### src/rtl/imm_encoder.sv
// RV32I instruction assembler: packs an immediate plus register/opcode fields
// into an instruction word and queues it in a 2-entry valid/ready FIFO.
module imm_encoder #(
  parameter int unsigned CNT_W = 16
) (
  input  logic             clk,
  input  logic             rst,
  input  logic             in_valid,
  output logic             in_ready,
  input  logic [2:0]       immed_sel,
  input  logic [31:0]      immed,
  input  logic [6:0]       opcode,
  input  logic [4:0]       rd,
  input  logic [4:0]       rs1,
  input  logic [4:0]       rs2,
  input  logic [2:0]       funct3,
  output logic             out_valid,
  input  logic             out_ready,
  output logic [31:0]      instr,
  output logic             out_err,
  output logic [CNT_W-1:0] enc_cnt,
  output logic [CNT_W-1:0] err_cnt
);

  localparam int unsigned DEPTH   = 2;
  localparam int unsigned INSTR_W = 32;

  localparam logic [2:0] SEL_I = 3'b000;
  localparam logic [2:0] SEL_S = 3'b001;
  localparam logic [2:0] SEL_B = 3'b010;
  localparam logic [2:0] SEL_J = 3'b011;
  localparam logic [2:0] SEL_U = 3'b100;

  logic [INSTR_W-1:0] enc_instr_c;
  logic               enc_err_c;
  logic               sext11_ok_c;
  logic               sext12_ok_c;
  logic               sext20_ok_c;

  logic [INSTR_W-1:0] mem_instr [DEPTH];
  logic               mem_err   [DEPTH];
  logic               wr_ptr;
  logic               rd_ptr;
  logic [1:0]         count;
  logic               push_c;
  logic               pop_c;

  // Upper immediate bits must be a pure sign extension of the field's MSB.
  assign sext11_ok_c = (&immed[31:11]) | ~(|immed[31:11]);
  assign sext12_ok_c = (&immed[31:12]) | ~(|immed[31:12]);
  assign sext20_ok_c = (&immed[31:20]) | ~(|immed[31:20]);

  always_comb begin
    enc_instr_c = '0;
    enc_err_c   = 1'b0;
    case (immed_sel)
      SEL_I: begin
        enc_instr_c = {immed[11:0], rs1, funct3, rd, opcode};
        enc_err_c   = ~sext11_ok_c;
      end
      SEL_S: begin
        enc_instr_c = {immed[11:5], rs2, rs1, funct3, immed[4:0], opcode};
        enc_err_c   = ~sext11_ok_c;
      end
      SEL_B: begin
        enc_instr_c = {immed[12], immed[10:5], rs2, rs1, funct3,
                       immed[4:1], immed[11], opcode};
        enc_err_c   = immed[0] | ~sext12_ok_c;
      end
      SEL_J: begin
        enc_instr_c = {immed[20], immed[10:1], immed[11], immed[19:12], rd, opcode};
        enc_err_c   = immed[0] | ~sext20_ok_c;
      end
      SEL_U: begin
        enc_instr_c = {immed[31:12], rd, opcode};
        enc_err_c   = |immed[11:0];
      end
      default: begin
        enc_instr_c = '0;
        enc_err_c   = 1'b1;
      end
    endcase
  end

  assign in_ready  = ~rst & (count != 2'd2);
  assign out_valid = (count != 2'd0);
  assign push_c    = in_valid & in_ready;
  assign pop_c     = out_valid & out_ready;

  // Head is gated so an empty FIFO presents all-zero payload.
  assign instr   = out_valid ? mem_instr[rd_ptr] : '0;
  assign out_err = out_valid & mem_err[rd_ptr];

  // FIFO storage, pointers, occupancy and pop statistics.
  always_ff @(posedge clk or posedge rst) begin
    if (rst) begin
      for (int i = 0; i < DEPTH; i++) begin
        mem_instr[i] <= '0;
        mem_err[i]   <= 1'b0;
      end
      wr_ptr  <= 1'b0;
      rd_ptr  <= 1'b0;
      count   <= 2'd0;
      enc_cnt <= '0;
      err_cnt <= '0;
    end else begin
      if (push_c) begin
        mem_instr[wr_ptr] <= enc_instr_c;
        mem_err[wr_ptr]   <= enc_err_c;
        wr_ptr            <= ~wr_ptr;
      end
      if (pop_c) begin
        rd_ptr  <= ~rd_ptr;
        enc_cnt <= enc_cnt + CNT_W'(1);
        if (mem_err[rd_ptr]) begin
          err_cnt <= err_cnt + CNT_W'(1);
        end
      end
      case ({push_c, pop_c})
        2'b10:   count <= count + 2'd1;
        2'b01:   count <= count - 2'd1;
        default: count <= count;
      endcase
    end
  end

endmodule
### config.mk
export PLATFORM = sky130hd
export DESIGN_NAME = imm_encoder
export DESIGN_NICKNAME = d
export VERILOG_FILES = /design/src/rtl/imm_encoder.sv
export SDC_FILE = /design/constraint.sdc
export NUM_CORES = 1
export LEC_CHECK = 0
export BUFFER_PORTS_ARGS = -buffer_cell sky130_fd_sc_hd__clkbuf_2
export CAP_MARGIN = 0
export CORE_UTILIZATION = 58
export CTS_CLUSTER_SIZE = 10
export DETAILED_ROUTE_END_ITERATION = 7
export PLACE_DENSITY = 0.86
export SYNTH_ARGS = -nofsm -noshare
export SYNTH_HDL_FRONTEND = slang
export SYNTH_SLANG_ARGS = --single-unit
### constraint.sdc
create_clock -name clk -period 8.4 [get_ports clk]
set_input_delay 1.26 -clock clk [delete_from_list [all_inputs] [get_ports clk]]
set_output_delay 1.26 -clock clk [all_outputs]
set_load 0.01 [all_outputs]
==> results.toml <==
[finish]
syn_to_final_growth_pct = 16.6
drive_above_1_share_pct = 24.8
nets = 727
num_antenna_cells = 0
final_cell_mix = "clkbuf_2 (130), dfrtp_1 (101), nand2_1 (82)"
layout_commonest_cell = "clkbuf_2"
final_cells = 773

[timing]
timing.final.ws_setup_ns = 4.89
maxSlewViolCount = 0
finalCritPeriodShare_pct = 41.8
rsz0062_at_grt = "false"
finalHoldWorstSlack_ns = 0.481
clock.fmax_ghz = 0.285
period_needed_ns = 3.51
final-setup-viol-count = 0
fin_setup_tns_ns = 0
finalHoldViolCount = 0
tightestPinTransition_ns = 1.14
fin_worst_skew_ns = 0.0115
relSlewSlack_pct = 23.4

[detailed_routing]
drt_first_pass_iters = 5
drt_wl_total_mm = 12.5
ant_nets = 0
num_vias = 4546
drc = 0
vias_per_cell = 5.88
drtIter0Drc = 202
wl_per_cell_microns = 16.2

[clock_network]
root_buffer = "clkbuf_8"
hold_buffers = 0
cts_tree = "built"
cts_max_level = 3
cts.repair.resized = 0
cts-buffers-inserted = 9
clock-sinks = 102
path_clk_slew_ns = 0.10
clk_latency_ns = 0.37
cts_setup_buffers = 0
clk_path_buf_depth = 2

[synth]
ys_types = 43
synth.avg_cell_area_sq_um = 9.48
syn_inst = 550
synth_area_sq_mm = 0.00522
ys_ff_latch = 102
yosys_warnings = 0
syn-num-nets = 617
seq_area_frac_synth_pct = 48.9

[setup_path]
critical_path_arrival_ns = 2.25
cp-end-kind = "output pin"
rrSetupSlack_ns = 6.01
cp-endpoint = "out_err"
path_class = "flip-flop to output pin"
r2r-end = "err_cnt[15]"
cp_max_fo = 34
cp-start-kind = "flip-flop"
crit_required_ns = 7.14
reg2reg_from = "rd_ptr"
crit_start = "rd_ptr"
r2r_cells = 5

[power]
power.static_leakage_nw = 3.01
power.density_mw_per_mm2 = 302
p_total_w = 0.00184
ir_drop_v = 0.000136

[place]
dp_hpwl_mm = 8.68
dp.cells = 757
dp_slack_ns = 4.86
port_buffers = 130
gp_congestion = 0.888

[status]
status = "finished, final reports clean"

[die]
start_util_pct = 59.8
dieWidth_microns = 96.8
die_height_microns = 96.8
rows = 34
die_area_sq_mm = 0.00938
core_area_sq_mm = 0.00872
io_pins = 131

[grt]
grt_max_degree = 84
grt_overflow = 0
grt_pass1_vias = 4326
antenna_found_initial = 0
grt_pass1_wl_mm = 20.9
grt_usage_pct = 27.6

[hold_path]
min_path_type = "flip-flop to flip-flop"

[job]
max-cap-violations = 0
routing by layer:
| layer | up-vias | routed length [microns] | track usage (%) |
|---|---|---|---|
| met5 | - | 0 | 0 |
| li1 | 2140 | - | - |
| met2 | 189 | 6140 | 45.4 |
| met4 | 0 | 198 | 8.04 |
| met1 | 2195 | 5380 | 37.2 |
| met3 | 22 | 778 | 5.71 |
layout make-up:
cell class                 instances  area, sq um
clock buffer                      12          145
inverter                           6         25.0
sequential                       102         2550
fill                             681         2640
tap                              108          135
clock inverter                     4         56.3
timing repair buffer             132          666
multi-input combinational        409         2500
worst max-delay path, stage by stage, from the launching register on:
cell and delay, ns:
dfrtp_2 1.09, mux2i_2 0.51, nor2_1 0.11, clkbuf_2 0.15
registers in the layout, indices dropped and copies added (netlist names):
register   flops
rd_ptr         1
mem_instr     64
enc_cnt       16
wr_ptr         1
count          2
mem_err        2
err_cnt       16
power by group:
group	switching, W	leakage [nW]	internal, W	total, W
sequential	0.000160	1.32	0.000667	0.000827
clock	0.000174	0.101	0.000149	0.000323
combinational	0.000384	1.59	0.000303	0.000687
worst min path at each step:
stage,from,to,depth (start not counted)
3_3_place_gp,enc_cnt[15],enc_cnt[15],1
5_1_grt,mem_instr[1],mem_instr[1],2
2_1_floorplan,mem_instr[32],mem_instr[32],2
6_report,enc_cnt[15],enc_cnt[15],1
4_1_cts,mem_instr[43],mem_instr[43],2
3_5_place_dp,mem_instr[43],mem_instr[43],2
through the flow:
step,instance area [sq um],util [%]
global route,6080,69.8
global placement,5880,67.5
floorplan,5220,-
finish,6080,69.8
CTS,6080,69.8
detailed placement,5880,67.5
cell usage after synthesis, drive strengths merged:
cell	count	area (sq um)
a211oi	5	37.5
a21oi	25	125
a22oi	15	113
a311oi	1	8.76
a31o	1	8.76
a31oi	2	12.5
a41oi	1	8.76
and2	4	25.0
and3	7	43.8
and4	2	17.5
buf	16	81.3
clkbuf	17	63.8
dfrtp	102	2550
ha	3	37.5
inv	6	22.5
mux2	7	78.8
mux2i	43	434
nand2	82	308
nand3	13	65.1
nand3b	2	15.0
nand4	12	75.1
nor2	52	198
nor2b	8	50.1
nor3	4	20.0
nor4	7	58.8
o2111ai	1	8.76
o211ai	2	15.0
o21a	1	7.51
o21ai	63	319
o22a	8	70.1
or2	1	6.26
or4	2	15.0
xnor2	25	219
xor2	10	95.1
cells by family (layout without fill, tap and decap cells):
group / count (synthesis) / after routing / synth area share (%)
AO/OA/AOI/OAI: 125 / 125 / 14.1
multiplexers: 50 / 50 / 9.83
flip-flops: 102 / 102 / 48.9
XOR/XNOR: 35 / 35 / 6.02
adder cells (fa/ha/maj): 3 / 3 / 0.720
buffers and inverters: 39 / 154 / 3.21
AND/OR/NAND/NOR: 196 / 196 / 17.2
(Power assumes the default switching activity.)
